## config.mk

```make
export PLATFORM = sky130hd
export DESIGN_NAME = serial_subtract_sequencer
export DESIGN_NICKNAME = d
export VERILOG_FILES = /design/src/rtl/serial_subtract_sequencer.sv
export SDC_FILE = /design/constraint.sdc
export NUM_CORES = 1
export LEC_CHECK = 0
export CORE_MARGIN = 10
export CORE_UTILIZATION = 35
export CTS_CLUSTER_SIZE = 16
export DETAILED_ROUTE_END_ITERATION = 16
export DONT_BUFFER_PORTS = 1
export GPL_TIMING_DRIVEN = 0
export HOLD_SLACK_MARGIN = 0.1
export SKIP_CTS_REPAIR_TIMING = 1
export SLEW_MARGIN = 20
export SYNTH_ARGS = -nofsm -noshare
export SYNTH_HDL_FRONTEND = slang
export SYNTH_SLANG_ARGS = --single-unit
```

## constraint.sdc

```tcl
create_clock -name clk -period 3.7 [get_ports clk]
set_input_delay 0.185 -clock clk [delete_from_list [all_inputs] [get_ports clk]]
set_output_delay 0.185 -clock clk [all_outputs]
set_load 0.02 [all_outputs]
```

## src/rtl/serial_subtract_sequencer.sv

```systemverilog
// Bit-serial A - B - Bin sequencer: one 1-bit full subtractor reused over WIDTH
// cycles, LSB first, between valid/ready operand and result interfaces.

module full_subtractor_demux (
  input  logic a,
  input  logic b,
  input  logic bin,
  output logic d,
  output logic bout
);

  logic [7:0] line;

  // One-hot decode of the input combination; outputs are ORs of minterms.
  always_comb begin
    line = '0;
    line[{a, b, bin}] = 1'b1;
  end

  assign d    = line[1] | line[2] | line[4] | line[7];
  assign bout = line[1] | line[2] | line[3] | line[7];

endmodule

module serial_subtract_sequencer #(
  parameter int unsigned WIDTH = 8
) (
  input  logic             clk,
  input  logic             rst_n,
  input  logic             in_valid,
  output logic             in_ready,
  input  logic [WIDTH-1:0] a,
  input  logic [WIDTH-1:0] b,
  input  logic             bin,
  output logic             out_valid,
  input  logic             out_ready,
  output logic [WIDTH-1:0] diff,
  output logic             bout,
  output logic             busy
);

  localparam int unsigned CNT_W = $clog2(WIDTH + 1);
  localparam logic [CNT_W-1:0] LAST_BIT = CNT_W'(WIDTH - 1);

  typedef enum logic [1:0] {
    S_IDLE = 2'd0,
    S_RUN  = 2'd1,
    S_DONE = 2'd2
  } state_e;

  state_e           state_q,     state_d;
  logic [WIDTH-1:0] a_sr_q,      a_sr_d;
  logic [WIDTH-1:0] b_sr_q,      b_sr_d;
  logic [WIDTH-1:0] diff_q,      diff_d;
  logic             borrow_q,    borrow_d;
  logic [CNT_W-1:0] cnt_q,       cnt_d;
  logic             in_ready_q,  in_ready_d;
  logic             out_valid_q, out_valid_d;
  logic             busy_q,      busy_d;

  logic fs_d;
  logic fs_bout;

  full_subtractor_demux u_fs (
    .a    (a_sr_q[0]),
    .b    (b_sr_q[0]),
    .bin  (borrow_q),
    .d    (fs_d),
    .bout (fs_bout)
  );

  // Next-state and datapath update.
  always_comb begin
    state_d  = state_q;
    a_sr_d   = a_sr_q;
    b_sr_d   = b_sr_q;
    diff_d   = diff_q;
    borrow_d = borrow_q;
    cnt_d    = cnt_q;

    unique case (state_q)
      S_IDLE: begin
        if (in_valid) begin
          a_sr_d   = a;
          b_sr_d   = b;
          borrow_d = bin;
          cnt_d    = '0;
          state_d  = S_RUN;
        end
      end
      S_RUN: begin
        // Result bits enter at the MSB so the LSB lands at bit 0 after WIDTH shifts.
        diff_d             = diff_q >> 1;
        diff_d[WIDTH-1]    = fs_d;
        borrow_d           = fs_bout;
        a_sr_d             = a_sr_q >> 1;
        b_sr_d             = b_sr_q >> 1;
        cnt_d              = cnt_q + CNT_W'(1);
        if (cnt_q == LAST_BIT) begin
          state_d = S_DONE;
        end
      end
      S_DONE: begin
        if (out_ready) begin
          state_d = S_IDLE;
        end
      end
      default: begin
        state_d = S_IDLE;
      end
    endcase

    in_ready_d  = (state_d == S_IDLE);
    out_valid_d = (state_d == S_DONE);
    busy_d      = (state_d == S_RUN) || (state_d == S_DONE);
  end

  // State and output registers with synchronous active-low reset.
  always_ff @(posedge clk) begin
    if (!rst_n) begin
      state_q     <= S_IDLE;
      a_sr_q      <= '0;
      b_sr_q      <= '0;
      diff_q      <= '0;
      borrow_q    <= 1'b0;
      cnt_q       <= '0;
      in_ready_q  <= 1'b1;
      out_valid_q <= 1'b0;
      busy_q      <= 1'b0;
    end else begin
      state_q     <= state_d;
      a_sr_q      <= a_sr_d;
      b_sr_q      <= b_sr_d;
      diff_q      <= diff_d;
      borrow_q    <= borrow_d;
      cnt_q       <= cnt_d;
      in_ready_q  <= in_ready_d;
      out_valid_q <= out_valid_d;
      busy_q      <= busy_d;
    end
  end

  assign in_ready  = in_ready_q;
  assign out_valid = out_valid_q;
  assign busy      = busy_q;
  assign diff      = diff_q;
  assign bout      = borrow_q;

endmodule

```

* After elaboration in Yosys (flattened, before gate mapping)
Index checks and enable logic that the tools add are counted.
** Cells by class
- Add/subtract/negate cells :: 1
- Multiply operators :: 0
- Div/mod/pow operators :: 0
- Order comparisons :: 2
- Equal/unequal tests :: 6
- Shift operators :: 0
- Muxes and demuxes :: 14
- Bitwise gates (word level) :: 5
- Reductions and logical operators :: 6
** Operator list (count)
- $pmux 8 s2 :: 2
- $mux 8 :: 2
- $pmux 4 s2 :: 1
- $mux 2 :: 3
- $pmux 2 s3 :: 1
- $or 1x1->1 :: 5
- $add 4x1->4 const B :: 1
- $eq 2x1->1 const B :: 2
- $eq 2x2->1 const B :: 2
- $eq 4x3->1 const B :: 1
- $logic_not 2->1 :: 2
- $lt 3x4->1 const B :: 1
- $mux 4 :: 1
- $demux 1 s3 :: 1
- $ge 3x1->1 const B :: 1
- $mux 1 :: 2
- $ne 2x2->1 const B :: 1
- $pmux 1 s2 :: 1
- $reduce_and 2->1 :: 1
- $reduce_bool 2->1 :: 1
- $logic_and 1x1->1 :: 1
- $logic_or 1x1->1 :: 1
** Word-level totals
- Register bits after elaboration :: 34
- Latch bits :: 0
- Bits in writable memories :: 0
- Memory bits (read-only) :: 0
- Output and inout bits :: 12
- Logic and storage cells :: 43
- Memories kept :: 0

* Longest topological paths before layout
- Word-level depth :: 8
- Depth in mapped cells :: 6

* Modules after synthesis
From an unflattened synthesis, not the netlist that was laid out.
** Second synthesis, totals
- Cell total of the unflattened synthesis :: 161
- Area total of the unflattened synthesis :: 1470.2 sq um
** Modules (own cells, without submodules)
- serial_subtract_sequencer :: instances 1, cells each 158, area an instance 1442.6 sq um, sequential area each 680.7 sq um
- full_subtractor_demux :: instances 1, cells each 3, area an instance 27.5 sq um, sequential area each 0.0 sq um

* Worst setup path after synthesis
No wires, ideal clock.
- Path kind :: register -> register
- Start point :: register state_q[1]
- End point :: register busy_q (netlist: busy)
- Library setup time :: 0.115 ns
- Arrival time :: 1.303 ns
- Data required time :: 3.585 ns
- Path slack :: 2.282 ns
- Stages on the path, launching flop included :: 6
- Clock period less this slack :: 1.418 ns
- Cells stage by stage :: dfxtp_1 > and2b_4 > buf_8 > a31oi_1 > ha_1 > and2_1
** Between the ends
- Word-level cells in the longest chain between the ends :: 4
- Elaborated cells between the ends (all ways) :: 10
- Classes of those cells :: eq/ne: 4; mux: 4; reduce/logical: 2
** RTL lines
- start: declaration :: RTL line 51 : state_e state_q, state_d;
- start signal: assignment :: RTL line 131 : state_q <= state_d;
- $eq 2x2->1, or another cell as far along :: RTL line 81 : unique case (state_q)
- $pmux 2 s3 * :: RTL line 81
- $eq 2x1->1 or $eq 2x2->1 (tied branches) :: RTL line 115 : busy_d = (state_d == S_RUN) || (state_d == S_DONE);
- $logic_or 1x1->1 * :: RTL line 115
- net busy_d :: RTL line 59 : logic busy_q, busy_d;
- end signal: assignment :: RTL line 139 : busy_q <= busy_d;
- end: declaration :: RTL line 59
The timed path passes the listed nets; every way through them passes the cells marked *.
A chain may end at the register's enable or synchronous reset.

* Final worst setup path
Ends and elaborated chain as after synthesis.

==> flow_summary.ini <==
[yosys]
synth_fp_nets = 189
ys_seq_area_share_pct = 47.8
synth_area_per_cell_um2 = 8.68
ys_seq_elements = 34
ys_warn_count = 0
syn_area_mm2 = 0.00142
syn_inst = 164
ys_types = 32

[timing]
maxSlewViolCount = 0
slew_headroom_pct = 64.4
period_share_pct = 42.8
hold_violations = 0
setup-tns-final_ns = 0
fin_skew_ns = 0.00282
setup_violations = 0
rsz0062_at_grt = no
setup_slack_ns = 2.11
worst_pin_slew_ns = 0.533
min_period_ns = 1.59
fmax_mhz = 631

[layout]
layout.nets = 213
final_cell_mix = dfxtp_1, a21oi_1, nand2_1
num-fill-cells = 401
area_growth_pct = 21.7
fin_cells = 238
layout_commonest_cell = dfxtp_1
drive_gt1_share_pct = 11.7
antenna_cells = 0

[clock_tree]
numClockSinks = 34
cts-buffers-inserted = 5
ctsRootBufferMaster = clkbuf_8
path_clk_slew_ns = 0.06
cts_max_level = 2
clock_latency_ns = 0.28
cts.path.max_buffers = 2
cts_tree = yes

[route]
drtAntennaViolNets = 0
wire_per_inst_um = 14.7
vias_per_cell = 5.21
dr.pass1.iters = 4
dr.first_iter.drc_count = 73
wirelength_mm = 3.51
vias = 1239
drc = 0

[floorplanning]
die_w_um = 83.8
rows = 23
die_area_mm2 = 0.00702
initial_core_util_pct = 35.9
core_area_mm2 = 0.00397
die_h_um = 83.8
ioPinCount = 33

[critical_path]
path_cells = and2b_4 > buf_8 > a31oi_1 > ha_1 > and2_1
arrival_ns = 1.76
cp-startpoint = state_q[1]
cp-end-kind = register
startpoint_type = register
critical_path.max_fanout = 10
cpMaxStageDelayCell = dfxtp_1
cpPeakStageDelay_ns = 0.38
reg2reg_from = state_q[1]
criticalPathCategory = reg -> reg
worst-path-buf-inv = 1
cp.required_ns = 3.88
cp_top_family = flip-flops

[global_routing]
antenna_found_initial = 0
grt_max_degree = 11
grt_pass1_vias = 1141
grt_overflow_total = 0
grt_first_pass_wirelength_mm = 5.66
grt_util_all_layers_pct = 9.90

[placement]
place_ws_ns = 2.12
io_buffers = 0
finalWeightedCongestion = 0.732
hpwl_mm = 2.60
post-place-cells = 214

[worst_hold_path]
worstHoldStart = bin
hp-class = in -> reg

[status]
status = finished, final reports clean

[run]
drv_cap = 0

[power]
power_leakage_nw = 0.675
power_density_mw_per_mm2 = 434
vdd_ir_drop_max_v = 0.000239
==> per-layer routing <==
layer | global-route usage (%) | share of wire [%]
met1 | 10.5 | 42
met2 | 15.6 | 50
met3 | 6.15 | 6.6
met4 | 3.65 | 1.4
met5 | 0 | 0
==> report_power, final <==
part / total, mW / internal [mW] / switching [mW]
sequential: 0.407 / 0.387 / 0.0194
combinational: 0.0953 / 0.0442 / 0.0511
clock: 0.249 / 0.129 / 0.120
total: 0.751 / 0.561 / 0.191
==> cells by family (layout without fill, tap and decap cells) <==
family | count (synthesis) | after routing | synth area share (%)
AO/OA/AOI/OAI | 62 | 62 | 25.8
adder cells (fa/ha/maj) | 4 | 4 | 4.04
buffers and inverters | 13 | 37 | 6.15
flip-flops | 34 | 34 | 47.8
AND/OR/NAND/NOR | 51 | 51 | 16.2
==> worst register-to-register path, cell delays in order, from the launching register on <==
cell and delay [ns]:
dfxtp_1 0.38, and2b_4 0.22, buf_8 0.14, a31oi_1 0.30, ha_1 0.29, and2_1 0.15
==> path summary, 6_finish.rpt <==
kind / endpoint / depth (start not counted) / slack (ns)
max: busy / 5 / 2.11
min: bout / 2 / 0.13
max reg2reg: busy / 5 / 2.11
min reg2reg: a_sr_q[0] / 2 / 0.51
==> cell usage after synthesis <==
library cell  count  area, um2
dfxtp_1          34        681
a211oi_1          1       7.51
a31oi_1           2       12.5
and2_1            2       12.5
nand2b_1          1       6.26
a21oi_1          33        165
buf_4             1       7.51
a221oi_2          1       15.0
clkbuf_1          2       7.51
nand3_1           3       15.0
buf_8             2       30.0
ha_1              3       37.5
nand2_1          31        116
nor2b_1           1       6.26
and3_1            1       6.26
nor3b_1           2       15.0
o211a_1           1       10.0
buf_2             4       20.0
or3_1             1       6.26
o21ai_0          14       70.1
nor3_1            1       5.00
nor2_1            6       22.5
fa_1              1       20.0
o21ba_2           1       10.0
a21oi_2           4       35.0
nand2b_2          1       8.76
a211oi_2          1       12.5
and2b_4           1       10.0
inv_1             3       11.3
a22oi_1           3       22.5
buf_6             1       11.3
o21bai_1          1       7.51
==> area by class of cell <==
class	count	area, um2	share of cell area, %
Inverter	3	11.3	0.650
Multi-Input combinational cell	117	656	37.8
Sequential cell	34	681	39.3
Timing Repair Buffer	17	170	9.82
Buffer	10	76.3	4.40
Tap cell	50	62.6	3.61
Clock buffer	7	76.3	4.40
==> flip-flops by register name, indices dropped and copies added (netlist names) <==
register	flops
state_q	2
bout	1
cnt_q	4
a_sr_q	8
busy	1
b_sr_q	8
out_valid	1
diff	8
in_ready	1
==> stage by stage <==
stage	hold slack, ns	total power [mW]	utilization (%)	area, um2
after floorplan	0.258	0.475	-	1420
after global placement	0.263	0.490	37.4	1490
after detailed placement	0.264	0.495	37.4	1490
after CTS	-0.0283	0.745	39.4	1560
after global routing	0.128	0.792	43.6	1730
final	0.128	0.751	43.6	1730
(Power assumes the default switching activity.)
